==> src/rtl/midori64_masked_sequencer.sv <==
// Front-end sequencer for the masked Midori64 core: operand load,
// round-controller release, done-latency capture and result hand-off.
module midori64_masked_sequencer #(
  parameter int SHARES       = 3,
  parameter int SBOX_STAGES  = 3,
  parameter int DONE_LATENCY = 3,
  parameter int TIMEOUT      = 255
) (
  input  logic                    clk,
  input  logic                    reset,
  input  logic                    in_valid,
  output logic                    in_ready,
  input  logic [64*SHARES-1:0]    pt_shares,
  input  logic [128*SHARES-1:0]   key_shares,
  output logic                    core_start,
  output logic [64*SHARES-1:0]    core_pt,
  output logic [128*SHARES-1:0]   core_key,
  input  logic                    core_done,
  input  logic [64*SHARES-1:0]    core_ct,
  output logic                    out_valid,
  input  logic                    out_ready,
  output logic [64*SHARES-1:0]    ct_shares,
  output logic                    busy,
  output logic                    err
);

  localparam int PW = 64 * SHARES;
  localparam int KW = 128 * SHARES;
  localparam int CW = 10;
  localparam logic [CW-1:0] DL  = 10'(DONE_LATENCY);
  localparam logic [CW-1:0] TMO = 10'(TIMEOUT);

  // A run that cannot finish before the abort limit is a build error.
  if (TIMEOUT > 1023 || TIMEOUT < 1 || DONE_LATENCY < 1 ||
      15 * SBOX_STAGES + DONE_LATENCY > TIMEOUT) begin : g_cfg_bad
    $error("midori64_masked_sequencer: bad parameters");
  end

  typedef enum logic [1:0] {
    S_IDLE,
    S_LOAD,
    S_RUN,
    S_OUT
  } state_t;

  state_t          r_state;
  state_t          w_state_nxt;

  logic [PW-1:0]   r_pt;
  logic [KW-1:0]   r_key;
  logic [PW-1:0]   r_ct;
  logic            r_err;
  logic [CW-1:0]   r_cyc_cnt;
  logic [CW-1:0]   r_done_cnt;

  logic            w_accept;
  logic            w_capture;
  logic            w_timeout;
  logic [CW-1:0]   w_cyc_inc;
  logic [CW-1:0]   w_done_inc;
  logic [CW-1:0]   w_cyc_nxt;
  logic [CW-1:0]   w_done_nxt;
  logic            w_err_nxt;

  assign w_accept = (r_state == S_IDLE) && in_valid;

  assign w_cyc_inc  = (r_cyc_cnt == '1) ? r_cyc_cnt
                                        : r_cyc_cnt + 1'b1;
  assign w_done_inc = (r_done_cnt == '1) ? r_done_cnt
                                         : r_done_cnt + 1'b1;

  assign w_capture = (r_state == S_RUN) && core_done &&
                     (w_done_inc >= DL);
  assign w_timeout = (r_state == S_RUN) && (w_cyc_inc >= TMO);

  always_ff @(posedge clk) begin
    if (reset) begin
      r_state <= S_IDLE;
    end else begin
      r_state <= w_state_nxt;
    end
  end

  always_comb begin
    w_state_nxt = r_state;
    unique case (r_state)
      S_IDLE: if (in_valid) w_state_nxt = S_LOAD;
      S_LOAD: w_state_nxt = S_RUN;
      S_RUN: begin
        if (w_capture) begin
          w_state_nxt = S_OUT;
        end else if (w_timeout) begin
          w_state_nxt = S_IDLE;
        end
      end
      S_OUT: if (out_ready) w_state_nxt = S_IDLE;
      default: w_state_nxt = S_IDLE;
    endcase
  end

  always_comb begin
    in_ready   = 1'b0;
    core_start = 1'b1;
    out_valid  = 1'b0;
    busy       = 1'b0;
    unique case (r_state)
      S_IDLE: in_ready = 1'b1;
      S_LOAD: busy = 1'b1;
      S_RUN: begin
        core_start = 1'b0;
        busy       = 1'b1;
      end
      S_OUT: out_valid = 1'b1;
      default: in_ready = 1'b0;
    endcase
  end

  always_comb begin
    w_cyc_nxt  = r_cyc_cnt;
    w_done_nxt = r_done_cnt;
    if (r_state == S_LOAD) begin
      w_cyc_nxt  = '0;
      w_done_nxt = '0;
    end else if (r_state == S_RUN) begin
      w_cyc_nxt  = w_cyc_inc;
      w_done_nxt = core_done ? w_done_inc : '0;
    end
  end

  // Capture wins over an abort landing on the same cycle.
  always_comb begin
    w_err_nxt = r_err;
    if (w_accept) begin
      w_err_nxt = 1'b0;
    end else if (w_timeout && !w_capture) begin
      w_err_nxt = 1'b1;
    end
  end

  always_ff @(posedge clk) begin
    if (reset) begin
      r_pt       <= '0;
      r_key      <= '0;
      r_ct       <= '0;
      r_err      <= 1'b0;
      r_cyc_cnt  <= '0;
      r_done_cnt <= '0;
    end else begin
      if (w_accept) begin
        r_pt  <= pt_shares;
        r_key <= key_shares;
      end
      if (w_capture) begin
        r_ct <= core_ct;
      end
      r_err      <= w_err_nxt;
      r_cyc_cnt  <= w_cyc_nxt;
      r_done_cnt <= w_done_nxt;
    end
  end

  assign core_pt   = r_pt;
  assign core_key  = r_key;
  assign ct_shares = r_ct;
  assign err       = r_err;

endmodule

==> config.mk <==
export PLATFORM = sky130hd
export DESIGN_NAME = midori64_masked_sequencer
export DESIGN_NICKNAME = d
export VERILOG_FILES = /design/src/rtl/midori64_masked_sequencer.sv
export SDC_FILE = /design/constraint.sdc
export NUM_CORES = 2
export LEC_CHECK = 0
export BUFFER_PORTS_ARGS = -buffer_cell sky130_fd_sc_hd__buf_2
export CAP_MARGIN = 20
export CORE_AREA = 2 2 607 609
export CTS_BUF_LIST = sky130_fd_sc_hd__clkbuf_4 sky130_fd_sc_hd__clkbuf_8 sky130_fd_sc_hd__clkbuf_16
export CTS_CLUSTER_SIZE = 10
export DETAILED_ROUTE_END_ITERATION = 8
export DIE_AREA = 0 0 609 611
export HOLD_SLACK_MARGIN = 0.06
export PLACE_DENSITY = 0.3
export RECOVER_POWER = 50
export SLEW_MARGIN = 15
export SYNTH_ARGS = -nofsm -noshare
export SYNTH_HDL_FRONTEND = slang
export SYNTH_SLANG_ARGS = --single-unit
==> constraint.sdc <==
create_clock -name clk -period 3.4 [get_ports clk]
set_input_delay 0.51 -clock clk [delete_from_list [all_inputs] [get_ports clk]]
set_output_delay 0.51 -clock clk [all_outputs]
set_load 0.02 [all_outputs]
==> impl_metrics.toml <==
[floorplanning]
die_height_microns = 611
ios = 1546
rows = 222
start_util_pct = 7.74
die_x_microns = 609
coreArea_sq_mm = 0.365
die_area_sq_mm = 0.372

[power]
p_leak_uw = 0.0188
share_comb_of_total_power_pct = 29.1
pwr-share-seq_pct = 33.2
swShare_pct = 39.0
peakVddDrop_v = 0.000382
p_int_uw = 20400
power_density_mw_per_mm2 = 640
pwr-share-clk_pct = 37.7
switchingPower_uw = 13000

[timing]
finalCritPeriodShare_pct = 90.9
hold_viol = 0
rsz0062_at_grt = "false"
worst_pin_slew_ns = 0.960
setup_viol = 0
fmax_mhz = 324
fin_tns_setup_ns = 0
layout_min_cycle_time_ns = 3.09
skew_ns = 0.102
relSlewSlack_pct = 36.3
slew_viol_final = 0

[detailed_routing]
wl_microns = 288000
wl_per_cell_microns = 27.0
ant_nets = 0
vias = 34446
vias_per_cell = 3.22
dr.pass1.iters = 5
post-route-drc-count = 0
drt_iter0_drc = 2082

[cells_and_area]
layout.nets = 6496
fin_util_pct = 14.3
final-instance-count-excl-fill = 10694
syn2layout_area_growth_pct = 84.5
multi_input_area_sq_mm = 0.0111
layout-drive-gt1-share_pct = 21.8
ff_latch_area_sq_mm = 0.0158
fillers = 42461

[yosys]
synth_top_cells_by_count = "nand2_1, dfxtp_1, a21oi_1"
synth_seq_cells = 791
synthTopCellsByArea = "dfxtp_1, nand2_1, a21oi_1"
synthDistinctLibCells = 44
synth.most_common_cell = "nand2_1"
syn_area_per_cell_sq_um = 8.03
yosysWarnings = 0
ys_seq_area_share_pct = 56.1
yosysTopAreaCell = "dfxtp_1"
syn_inst = 3518
syn_nets = 4297
netlist_area_sq_mm = 0.0282
synth_edf_count = 0
ys_async_sr_fraction_pct = 0
post-synth-top-area-fraction_pct = 56.1
yosys_most_used_dff = "dfxtp_1"

[placed_design]
port-buffer-count = 1545
gp_congestion = 0.951
dp_hpwl_microns = 247000
place_inst = 9693

[flow_run]
cap_violations = 0

[global_route]
grt_pass1_vias = 34644
grt_max_degree = 132
antenna_found_initial = 227
track_usage_pct = 14.8
grt_overflow = 0
grt_first_pass_wirelength_microns = 365000

[setup_path]
startpoint_type = "register"
end_kind = "register"
rr_worst_depth = 8
crit_fanout = 41
crit_type = "register to register"
cpPeakStageDelay_ns = 0.51
cp_data_arrival_time_ns = 3.88
cp_slowest_cell = "dfxtp_1"
path_cells = "nand4_4 -> or4_1 -> a2111oi_0 -> and4_1 -> or2_4 -> buf_12 -> nand2_2 -> a21oi_2"
required_ns = 4.18

[clocking]
clkTransAtPathRegs_ns = 0.06
cts_sinks = 791
clock-root-buffer = "clkbuf_16"
holdBufCountCts = 723
numCtsBuffers = 115
clk_latency_ns = 0.87
ctsResizeCount = 0
clockBufferDepth = 4
htreeDepth = 3
cts_tree = "built"
cts_setup_buffers = 0

[worst_hold_path]
hp-class = "input port to register"
whs_path_depth = 2

[outcome]
status = "completed"
==> worst max-delay path, delay by kind of cell, from the launching register on <==
family	cells	cell delay, ns
simple gates	5	1.60
flops	1	0.51
compound gates	2	0.50
buf+inv	1	0.33
==> sequential cells by signal, indices dropped and copies added (netlist names) <==
signal,flops
ct_shares,192
r_done_cnt,10
r_cyc_cnt,10
err,1
core_key,384
core_pt,192
r_state,2
==> layout make-up <==
class                           count  share of cell area (%)
Sequential cell                   791                    30.4
Timing Repair Buffer             2345                    28.8
Multi-Input combinational cell   2453                    21.4
Tap cell                         4816                    11.6
Clock buffer                      170                    6.63
Clock inverter                     33                   0.747
Antenna cell                       75                   0.360
Inverter                           11                  0.0793
==> through the flow <==
stage               cell area (sq um)  power, uW  setup slack [ns]  hold slack (ns)
floorplan                       28200      15300             0.993            0.472
global placement                41800      20700             0.350            0.439
detailed placement              41800      20800             0.313            0.443
CTS                             52900      34700             0.272           0.0619
global route                    52000      35000            0.0190            0.104
finish                          52100      33400             0.310            0.131
==> metal layers <==
| layer | part of all wire (%) | up-vias | GRT usage [%] |
|---|---|---|---|
| met5 | 0.16 | - | 0 |
| met2 | 49 | 1377 | 26.0 |
| met3 | 8.1 | 409 | 4.78 |
| li1 | - | 15911 | - |
| met4 | 2.7 | 70 | 3.11 |
| met1 | 40 | 16679 | 17.6 |
==> cell families (layout without fill, tap and decap cells) <==
family | Yosys count | after routing | synth area share, %
AO/OA/AOI/OAI | 818 | 818 | 16.0
XOR/XNOR | 7 | 7 | 0.217
adder cells (fa/ha/maj) | 6 | 6 | 0.266
buffers and inverters | 274 | 2559 | 4.49
flip-flops | 791 | 791 | 56.1
other | 0 | 75 | 0
AND/OR/NAND/NOR | 1622 | 1622 | 22.9
==> layout by cell type, fill, tap and decap left out, types with 2 or more instances in the layout <==
cell           count
nand4_1            2
nor2_1            21
o41ai_1            2
a31oi_1            2
clkbuf_16        116
or3_1              2
dlygate4sd3_1    723
buf_12            33
o211ai_1           3
nor3_1            12
clkbuf_1         767
inv_1             11
a21oi_2          100
a211oi_1           5
and3_1             8
inv_6              4
clkinv_2          15
a21oi_1          686
and4_1             5
clkinv_4           3
o21ai_0           13
clkbuf_8          23
nand3_1            9
bufinv_16          6
xnor2_1            4
buf_4             44
buf_2            777
diode_2           75
clkinvlp_4         3
ha_1               6
xor2_1             3
dfxtp_1          791
clkbuf_4          31
nand2_1         1451
nand2_2          100
==> power groups by stage <==
| stage | Clock [uW] | Sequential (uW) | Combinational [uW] |
|---|---|---|---|
| 3_5_place_dp | 0 | 11300 | 9500 |
| 2_1_floorplan | 0 | 12500 | 2770 |
| 5_1_grt | 13400 | 11200 | 10400 |
| 3_3_place_gp | 0 | 11200 | 9510 |
| 4_1_cts | 13200 | 11100 | 10400 |
| 6_report | 12600 | 11100 | 9710 |
==> final timing paths <==
path	startpoint	endpoint	slack [ns]
min	reset	core_key[48]$_SDFFE_PP0P_	0.13
max reg2reg	r_done_cnt[3]$_SDFFE_PP0N_	ct_shares[47]$_SDFFE_PP0N_	0.31
min reg2reg	core_pt[137]$_SDFFE_PP0P_	core_pt[137]$_SDFFE_PP0P_	0.45
max	r_done_cnt[3]$_SDFFE_PP0N_	ct_shares[47]$_SDFFE_PP0N_	0.31
Note: power is estimated with default switching activity, not from simulation.
